[config.mk]
export PLATFORM = sky130hd
export DESIGN_NAME = mem_loader
export DESIGN_NICKNAME = d
export VERILOG_FILES = /design/src/rtl/mem_loader.sv
export SDC_FILE = /design/constraint.sdc
export NUM_CORES = 1
export LEC_CHECK = 0
export ABC_AREA = 0
export CORE_MARGIN = 1
export CORE_UTILIZATION = 45
export DETAILED_ROUTE_END_ITERATION = 16
export GPL_TIMING_DRIVEN = 1
export PLACE_DENSITY = 0.8
export SLEW_MARGIN = 25
export SYNTH_ARGS = -nofsm -noshare
export SYNTH_HDL_FRONTEND = slang
export SYNTH_SLANG_ARGS = --single-unit
[constraint.sdc]
create_clock -name fpga_clk -period 2.95 [get_ports fpga_clk]
set_input_delay 0.885 -clock fpga_clk [delete_from_list [all_inputs] [get_ports fpga_clk]]
set_output_delay 0.885 -clock fpga_clk [all_outputs]
set_load 0.03 [all_outputs]
[src/rtl/mem_loader.sv]
// ---------------------------------------------------------------------------
// mem_loader
//
// Main-memory bootstrap loader and write-port arbiter for the LSTM
// accelerator. A session started by load_go streams ELEMENT_BITS words into
// main memory. A full session (load_mode=0) loads the W1, W2 and IN regions
// in that order. An inputs-only session (load_mode=1) loads just IN. After
// the last write the loader waits START_DELAY+1 cycles, then raises start
// and hands the memory write port to the DMAC until reset.
//
// Memory layout (word addresses):
//   IN_FIRST  = 0
//   W1_FIRST  = INPUT_SIZE
//   W2_FIRST  = W1_FIRST + WEIGHTS
//   OUT_FIRST = W2_FIRST + WEIGHTS (reported on out_first)
//
// Ports:
//   fpga_clk      in   sole clock, rising edge
//   reset         in   synchronous, active-high
//   load_go       in   session start pulse, sampled only in IDLE
//   load_mode     in   0 = full load, 1 = inputs only (sampled with load_go)
//   load_valid    in   stream word valid
//   load_ready    out  loader accepts a word (state-decoded)
//   load_data     in   stream word
//   dmac_*        in   DMAC write port, only honoured in RUN
//   mem_*         out  main-memory write port
//   start         out  accelerator run enable (level, RUN)
//   busy          out  high while loading or waiting
//   load_done     out  one-cycle pulse on the first RUN cycle
//   out_first     out  constant OUT_FIRST
//   dbg_state     out  current FSM state, for observation only
//
// Handshake: a word transfers on every rising edge where load_valid and
// load_ready are both high. load_ready never depends on load_valid, and the
// producer must hold load_data stable while load_valid is high.
// ---------------------------------------------------------------------------
module mem_loader #(
    parameter int ELEMENT_BITS     = 8,
    parameter int MAIN_MEM_ADD_LEN = 11,
    parameter int WEIGHTS          = 64,
    parameter int FEATURES         = 4,
    parameter int CYCLES           = 10,
    parameter int START_DELAY      = 50
) (
    input  logic                        fpga_clk,
    input  logic                        reset,
    input  logic                        load_go,
    input  logic                        load_mode,
    input  logic                        load_valid,
    output logic                        load_ready,
    input  logic [ELEMENT_BITS-1:0]     load_data,
    input  logic                        dmac_we,
    input  logic [MAIN_MEM_ADD_LEN-1:0] dmac_address,
    input  logic [ELEMENT_BITS-1:0]     dmac_data,
    output logic                        mem_we,
    output logic [MAIN_MEM_ADD_LEN-1:0] mem_address,
    output logic [ELEMENT_BITS-1:0]     mem_data,
    output logic                        start,
    output logic                        busy,
    output logic                        load_done,
    output logic [MAIN_MEM_ADD_LEN-1:0] out_first,
    output logic [2:0]                  dbg_state
);

    localparam int AW         = MAIN_MEM_ADD_LEN;
    localparam int INPUT_SIZE = FEATURES * CYCLES;
    localparam int IN_FIRST   = 0;
    localparam int W1_FIRST   = INPUT_SIZE;
    localparam int W2_FIRST   = W1_FIRST + WEIGHTS;
    localparam int OUT_FIRST  = W2_FIRST + WEIGHTS;
    localparam int MAX_REGION = (WEIGHTS > INPUT_SIZE) ? WEIGHTS : INPUT_SIZE;
    localparam int CW         = $clog2(MAX_REGION + 1);
    localparam int DW         = $clog2(START_DELAY + 2);

    // The output region must start inside the addressable memory.
    generate
        if (OUT_FIRST >= (2 ** MAIN_MEM_ADD_LEN)) begin : g_layout_check
            $error("mem_loader: OUT_FIRST does not fit in MAIN_MEM_ADD_LEN address bits");
        end
    endgenerate

    typedef enum logic [2:0] {
        S_IDLE    = 3'd0,
        S_LOAD_W1 = 3'd1,
        S_LOAD_W2 = 3'd2,
        S_LOAD_IN = 3'd3,
        S_WAIT    = 3'd4,
        S_RUN     = 3'd5
    } state_t;

    state_t                 state_q, state_d;
    logic [CW-1:0]          cnt_q, cnt_d;
    logic [DW-1:0]          dly_q, dly_d;
    logic                   wr_we_q, wr_we_d;
    logic [AW-1:0]          wr_addr_q, wr_addr_d;
    logic [ELEMENT_BITS-1:0] wr_data_q, wr_data_d;
    logic                   done_q, done_d;

    logic                   beat;
    logic [AW-1:0]          region_base;
    logic [CW-1:0]          region_last;
    state_t                 region_next;

    // Ready is purely a function of state so that the producer sees a
    // stable acceptance signal for the whole cycle.
    assign load_ready = (state_q == S_LOAD_W1) || (state_q == S_LOAD_W2) ||
                        (state_q == S_LOAD_IN);
    assign beat       = load_valid && load_ready;

    // Per-region base address, last counter value and successor state.
    always_comb begin
        region_base = AW'(IN_FIRST);
        region_last = CW'(INPUT_SIZE - 1);
        region_next = S_WAIT;
        case (state_q)
            S_LOAD_W1: begin
                region_base = AW'(W1_FIRST);
                region_last = CW'(WEIGHTS - 1);
                region_next = S_LOAD_W2;
            end
            S_LOAD_W2: begin
                region_base = AW'(W2_FIRST);
                region_last = CW'(WEIGHTS - 1);
                region_next = S_LOAD_IN;
            end
            default: ;
        endcase
    end

    always_comb begin
        state_d   = state_q;
        cnt_d     = cnt_q;
        dly_d     = dly_q;
        wr_we_d   = 1'b0;
        wr_addr_d = wr_addr_q;
        wr_data_d = wr_data_q;
        done_d    = 1'b0;

        case (state_q)
            S_IDLE: begin
                if (load_go) begin
                    cnt_d   = '0;
                    state_d = load_mode ? S_LOAD_IN : S_LOAD_W1;
                end
            end
            S_LOAD_W1, S_LOAD_W2, S_LOAD_IN: begin
                if (beat) begin
                    wr_we_d   = 1'b1;
                    wr_addr_d = region_base + AW'(cnt_q);
                    wr_data_d = load_data;
                    if (cnt_q == region_last) begin
                        cnt_d   = '0;
                        dly_d   = '0;
                        state_d = region_next;
                    end else begin
                        cnt_d = cnt_q + CW'(1);
                    end
                end
            end
            S_WAIT: begin
                // The final loader write is still on the port in the first
                // WAIT cycle; the count covers START_DELAY+1 cycles in total.
                if (dly_q == DW'(START_DELAY)) begin
                    state_d = S_RUN;
                    done_d  = 1'b1;
                end else begin
                    dly_d = dly_q + DW'(1);
                end
            end
            S_RUN: ;
            default: state_d = S_IDLE;
        endcase
    end

    always_ff @(posedge fpga_clk) begin
        if (reset) begin
            state_q   <= S_IDLE;
            cnt_q     <= '0;
            dly_q     <= '0;
            wr_we_q   <= 1'b0;
            wr_addr_q <= '0;
            wr_data_q <= '0;
            done_q    <= 1'b0;
        end else begin
            state_q   <= state_d;
            cnt_q     <= cnt_d;
            dly_q     <= dly_d;
            wr_we_q   <= wr_we_d;
            wr_addr_q <= wr_addr_d;
            wr_data_q <= wr_data_d;
            done_q    <= done_d;
        end
    end

    // In RUN the DMAC owns the port with zero latency; elsewhere the
    // registered loader write drives it and DMAC inputs are ignored.
    always_comb begin
        if (state_q == S_RUN) begin
            mem_we      = dmac_we;
            mem_address = dmac_address;
            mem_data    = dmac_data;
        end else begin
            mem_we      = wr_we_q;
            mem_address = wr_addr_q;
            mem_data    = wr_data_q;
        end
    end

    assign start     = (state_q == S_RUN);
    assign busy      = load_ready || (state_q == S_WAIT);
    assign load_done = done_q;
    assign out_first = AW'(OUT_FIRST);
    assign dbg_state = state_q;

endmodule

-- Yosys cells after proc, flatten, opt, wreduce, memory -nomap -nowiden
Cells that the tools add are included.
- eq/ne operators: 12
- $add $sub $neg: 3
- reduce and logical (&&, ||, !) cells: 15
- multiplexer cells: 22
- bitwise logic cells: 3
- operator list (operator ; number):
    7-bit one-hot mux with 2 select lines ; 2
    7-bit 2-to-1 mux ; 3
    6-bit 2-to-1 mux ; 3
    3-bit 2-to-1 mux ; 4
    3-bit one-hot mux with 4 select lines ; 1
    6-bit one-hot mux with 2 select lines ; 1
    11-bit by 7-bit adder with 11-bit output ; 1
    11-bit 2-to-1 mux ; 1
    2-bit != test (second input constant) ; 5
    8-bit 2-to-1 mux ; 1
    7-bit by 1-bit adder with 7-bit output (second input constant) ; 1
    7-bit == test ; 1
    6-bit by 1-bit adder with 6-bit output (second input constant) ; 1
    3-bit by 2-bit == test with 1-bit output (second input constant) ; 2
    3-bit == test (second input constant) ; 2
    6-bit == test (second input constant) ; 1
    3-bit one-hot mux with 2 select lines ; 1
    2-bit OR reduction ; 3
    5-bit 2-to-1 mux ; 1
    5-bit AND reduction ; 1
    4-bit AND reduction ; 1
    2-bit nonzero test ; 2
    3-bit by 1-bit == test with 1-bit output (second input constant) ; 1
    3-bit logical NOT ; 1
    other kinds (8) ; 14
- register bits: 37
- input port bits: 33

-- Longest topological paths before layout
- word-level depth: 7
- depth in mapped cells: 9
- depth with buffers taken out: 8

-- Least setup slack after synthesis
No wires, ideal clock.
- path kind: register to output
- from: register state_q[2], in the netlist dbg_state[2]
- to: output port mem_address[0]
- arrival time: 1961 ps
- required time: 2065 ps
- path slack: 104 ps
- cell stages (with the launch flop): 7
- buffers on the path: 2
- cells stage by stage: dfxtp_1 inv_1 nor2_1 and2_1 buf_2 buf_2 mux2_2
- longest elaborated chain between the ends: 2
- ends and longest elaborated chain (what ; line ; RTL):
    start: declaration ; 91 ; state_t state_q, state_d;
    start signal: assignment ; 185 ; state_q <= state_d;
    3-bit == test ; - ;
    net start ; 58 ; output logic start,
    11-bit 2-to-1 mux ; 198 ; if (state_q == S_RUN) begin
    end: declaration ; 56 ; output logic [MAIN_MEM_ADD_LEN-1:0] mem_address,
The timed path passes the listed nets, and every way through them passes these cells.

-- Worst setup path in the final report
- from: register state_q[1], in the netlist dbg_state[1]
- to: output port load_ready
- longest elaborated chain between the ends: 3
- ends and longest elaborated chain (what ; line ; RTL):
    3-bit by 1-bit == test with 1-bit output or 3-bit by 2-bit == test with 1-bit output (tied branches) ; 106 ; assign load_ready = (state_q == S_LOAD_W1) || (state_q == S_LOAD_W2) ||
    1-bit logical OR ; 106 ;
    1-bit logical OR (*) ; 106 ;
    end: declaration ; 50 ; output logic load_ready,
Every way passes the cells marked *; elsewhere a longest branch is shown, timed or not.

==> results by stage <==
Routing:
- The number of vias after detailed routing is 1,801.
- In the routed design, unresolved DRC markers number 0.
- The wire length on met3 is between 300 and 400 um.
- The initial DRC count is 90.
- The top layer used by detailed routing is met4.
- The first TritonRoute pass finished after 4 iterations.
- Dividing the detail-routed via count by the number of cells gives 5.313.
- The antenna violation net count after detailed routing is 0.
- The detailed router put a total of 1922 um of wire on met1.
- The wire length per cell is 12.98 um.
- The final routed wirelength across all metal layers is between 4000 and 5000 um.
- Wire segments on met2 add up to roughly 2100 um in the final route.

Logic synthesis:
- The most frequently used flop master after synthesis is sky130_fd_sc_hd__dfxtp_1.
- After synthesis, the netlist uses 49 different library cells.
- The mapped netlist covers 1973 um^2.
- The count of flip-flops with a built-in enable after synthesis is 0.
- During synthesis, Yosys emitted a total of 0 warnings.
- The post-synthesis cell count is between 200 and 250.
- Each instance of the synthesized netlist takes up on average 8.542 um^2.
- The post-synthesis register bit count is 34.
- The share of the Yosys chip area taken by registers is 34.50%.
- The share of synthesized flip-flops with an asynchronous set or reset is 0%.

Setup path:
- The critical path contains buffers and inverters numbering 2 combined.
- The class of the most critical setup path is register to primary output.
- The startpoint class of the critical path is a register.
- The endpoint identified for the worst register-to-register timing path is dbg_state[1].
- STA classifies the critical path endpoint as a primary output.
- The reg-to-reg startpoint is dbg_state[1].
- For the worst setup path, the data required time is about 2100 ps.
- Counting buffers and inverters, the worst setup path is 3 cells deep.
- The critical path goes through buf_4 > o21ba_2 > clkdlybuf4s50_1.
- The delay of the slowest cell on the worst path is 680 ps.
- Broken down by cell family, the worst path's largest delay share belongs to buffers and inverters.
- The logic depth of the worst register-to-register path is 7.
- In this run the register-to-register setup slack is 440 ps.
- Data on the critical path arrives at its endpoint at just under 2000 ps.
- The largest fanout of any net on the critical path is 11.
- The slowest cell on the critical path is sky130_fd_sc_hd__clkdlybuf4s50_1.

Hold path:
- The path class of the tightest hold or removal check is register to register.
- For hold timing, the worst endpoint is wr_data_q[2].
- The worst hold path passes through 2 cells.
- The start point of the worst hold path is wr_data_q[2].

Floorplanning:
- The effective utilization at floorplan is 47.95%.
- The floorplan die area is 4653 um^2.
- The floorplan step defined a core boundary enclosing 4115 um^2.
- The number of placement rows is 23.
- The die extent in y is roughly 68 um.
- The count of pins on the block boundary is 71.
- The x dimension of the die is 68.22 um.

Flow run:
- The count of max-cap constraint violations is 0.

Pwr:
- Per report_power, the combinational group accounts for a little over a quarter of the total.
- The sequential group share of total power is 44.4%.
- The internal power of the cells totals 0.7961 mW.
- The total net switching power is 0.3331 mW.
- The switching part of the total is between 20% and 30%.
- The leakage power is 1.057 nW.
- The maximum ir drop on the vdd rail is 0.0002664 V.
- In this run the power density over the cells is 433.3 nW/um^2.
- The share of total power in the clock network is 29.4%.

Clock network:
- CTS saw 34 sinks.
- The total clock buffers created by CTS is 5.
- After clock tree synthesis, the clock-pin slew on the worst setup and hold paths is about 60 ps.
- After clock tree synthesis, the flow added hold-fix buffers numbering 0.
- The clock passes through at most 2 buffers.
- The clock tree from TritonCTS is yes.
- At the later pin of the worst-skew pair, clock insertion delay measures approximately 280 ps.
- The tree is rooted in a sky130_fd_sc_hd__clkbuf_8.
- The H-tree level count is 2.

Status:
- The flow ran to the end, and the final reports show no timing, DRC or antenna violations.

Final layout:
- In the final layout, the share of cells above drive strength 1 is around 22%.
- The top cell types in the final layout, fill and taps aside, are sky130_fd_sc_hd__nand2_1, sky130_fd_sc_hd__clkdlybuf4s50_1, sky130_fd_sc_hd__dfxtp_1.
- From synthesis to final layout, the design area changed by 32.09%.
- The summed area of non-filler cells in the final layout is 2606 um^2.
- The repair_antennas step left the layout with diodes totalling 0.
- After the last flow step, the layout net total stands at 330.
- The library cell used most frequently in the layout, excluding fill and tap cells, is sky130_fd_sc_hd__nand2_1.

Global routing:
- The via count of the first global-routing pass was 1,649.
- The first global-routing pass estimated 6927 um of wire.
- The maximum number of pins on one net before global-route repair is 19.
- The overall fraction of global-route tracks in use is 20.10%.
- The initial antenna violation count is 0.
- The aggregate global routing overflow is 0.

STA:
- Between clock sinks in the finished design, the worst skew comes to 3.628 ps.
- The aggregate negative setup slack is 0 ps.
- The minimum clock period after layout is 2842 ps.
- The final-report hold violation count is 0.
- The highest attainable clock frequency is 351.9 MHz.
- In the finished design, the share of the clock period the worst path needs comes to 96.32%.
- The max-slew violation count is 0.
- The number of setup violations in the final report is 0.
- The measured slew at the worst slew-check pin is 503.4 ps.
- Headroom to the max-slew limit came out at 66.36%.
- Setup repair after global routing left no endpoint under its margin.

Placed design:
- Once placement finished, the instance area stood at approximately 2500 um^2.
- Routability-driven placement finished with a final weighted congestion of 0.7412.
- The number of input and output port buffers inserted is 59.
- The placed wire-length estimate after detailed placement is 3242 um.
[registers in the layout, summed over array words and instances (netlist names)]
name / count
wr_data_q: 8
dbg_state: 3
dly_q: 6
cnt_q: 7
load_done: 1
wr_we_q: 1
wr_addr_q: 8
[synthesized netlist by cell type (2+ instances only)]
cell type / n / area (um^2)
sky130_fd_sc_hd__a31oi_1: 4 / 25.02
sky130_fd_sc_hd__ha_1: 7 / 87.58
sky130_fd_sc_hd__mux2_2: 17 / 191.4
sky130_fd_sc_hd__nor3b_1: 2 / 15.01
sky130_fd_sc_hd__xor2_1: 4 / 35.03
sky130_fd_sc_hd__nor2_1: 20 / 75.07
sky130_fd_sc_hd__buf_4: 12 / 90.09
sky130_fd_sc_hd__nand4_1: 5 / 31.28
sky130_fd_sc_hd__nand4b_1: 3 / 26.28
sky130_fd_sc_hd__and3_1: 3 / 18.77
sky130_fd_sc_hd__a21oi_1: 19 / 95.09
sky130_fd_sc_hd__a211oi_1: 2 / 15.01
sky130_fd_sc_hd__xnor2_1: 6 / 52.55
sky130_fd_sc_hd__and2_1: 2 / 12.51
sky130_fd_sc_hd__o21ai_0: 4 / 20.02
sky130_fd_sc_hd__nand2_1: 40 / 150.1
sky130_fd_sc_hd__nand3_1: 5 / 25.02
sky130_fd_sc_hd__conb_1: 2 / 7.510
sky130_fd_sc_hd__inv_1: 3 / 11.26
sky130_fd_sc_hd__clkbuf_1: 7 / 26.28
sky130_fd_sc_hd__buf_2: 3 / 15.01
sky130_fd_sc_hd__dfxtp_1: 34 / 680.7
[metal layers]
metal | vias up | GRT usage, %
met3 | 5 | 6.333
met4 | 0 | 8.594
li1 | 902 | -
met1 | 826 | 23.11
met2 | 68 | 33.95
met5 | - | 0
[cell type report]
cell class	instances	area, um^2
inverters	3	11.26
fillers	364	1509
well taps	50	62.56
flip-flops and latches	34	680.7
multi-input cells	179	1171
repair buffers	67	598.1
clock buffers	6	82.58
[worst max path at each step]
stage                    startpoint             end  slack, ps
floorplan              dbg_state[2]  mem_address[0]        100
global placement    dmac_address[5]  mem_address[5]        340
detailed placement     dmac_data[6]     mem_data[6]        330
CTS                    dbg_state[1]     mem_data[2]        120
global route           dbg_state[1]            busy          9
finish                 dbg_state[1]      load_ready        110
[power groups by stage]
stage / clock, mW / combinational (mW) / sequential [mW]
final: 0.332 / 0.296 / 0.501
after global routing: 0.359 / 0.320 / 0.504
after CTS: 0.337 / 0.297 / 0.501
after detailed placement: 0 / 0.296 / 0.511
after global placement: 0 / 0.292 / 0.510
after floorplan: 0 / 0.202 / 0.509
[cells by family after synthesis]
family / Yosys count / share of synthesized area, %
AOI/OAI and AO/OA: 42 / 13.89
muxes: 18 / 10.21
and+or+nand+nor: 90 / 23.34
other: 2 / 0.3806
adders and majority gates: 7 / 4.439
DFF: 34 / 34.50
xor gates and xnor gates: 11 / 5.263
buffers and inverters: 27 / 7.990
[metrics by stage]
stage          total power, mW  hold slack (ps)  setup WS, ps  std cells  utilization, %
6_report                 1.129            450.2         108.4        339           63.33
5_1_grt                  1.183            478.7         9.392        339           63.33
4_1_cts                  1.135            453.9         116.8        339           63.27
3_5_place_dp            0.8068            444.5         331.4        333           61.26
3_3_place_gp            0.8018            442.1         339.9        333           61.26
2_1_floorplan           0.7108            429.4         104.1        240               -
[what timing repair did]
action / in CTS / in global routing
setup endpoints to repair: 0 / 7
buffers inserted: 0 / 0
resized for setup: 0 / 1
[worst reg2reg max path, cell delays in order, from the launching register on]
cell	delay, ps
sky130_fd_sc_hd__dfxtp_1	610
sky130_fd_sc_hd__xnor2_2	210
sky130_fd_sc_hd__nor2_1	110
sky130_fd_sc_hd__ha_1	350
sky130_fd_sc_hd__nor4b_4	410
sky130_fd_sc_hd__and4_4	300
sky130_fd_sc_hd__xnor2_1	80
sky130_fd_sc_hd__a2111oi_2	350
Power figures use the tool's default switching activity.
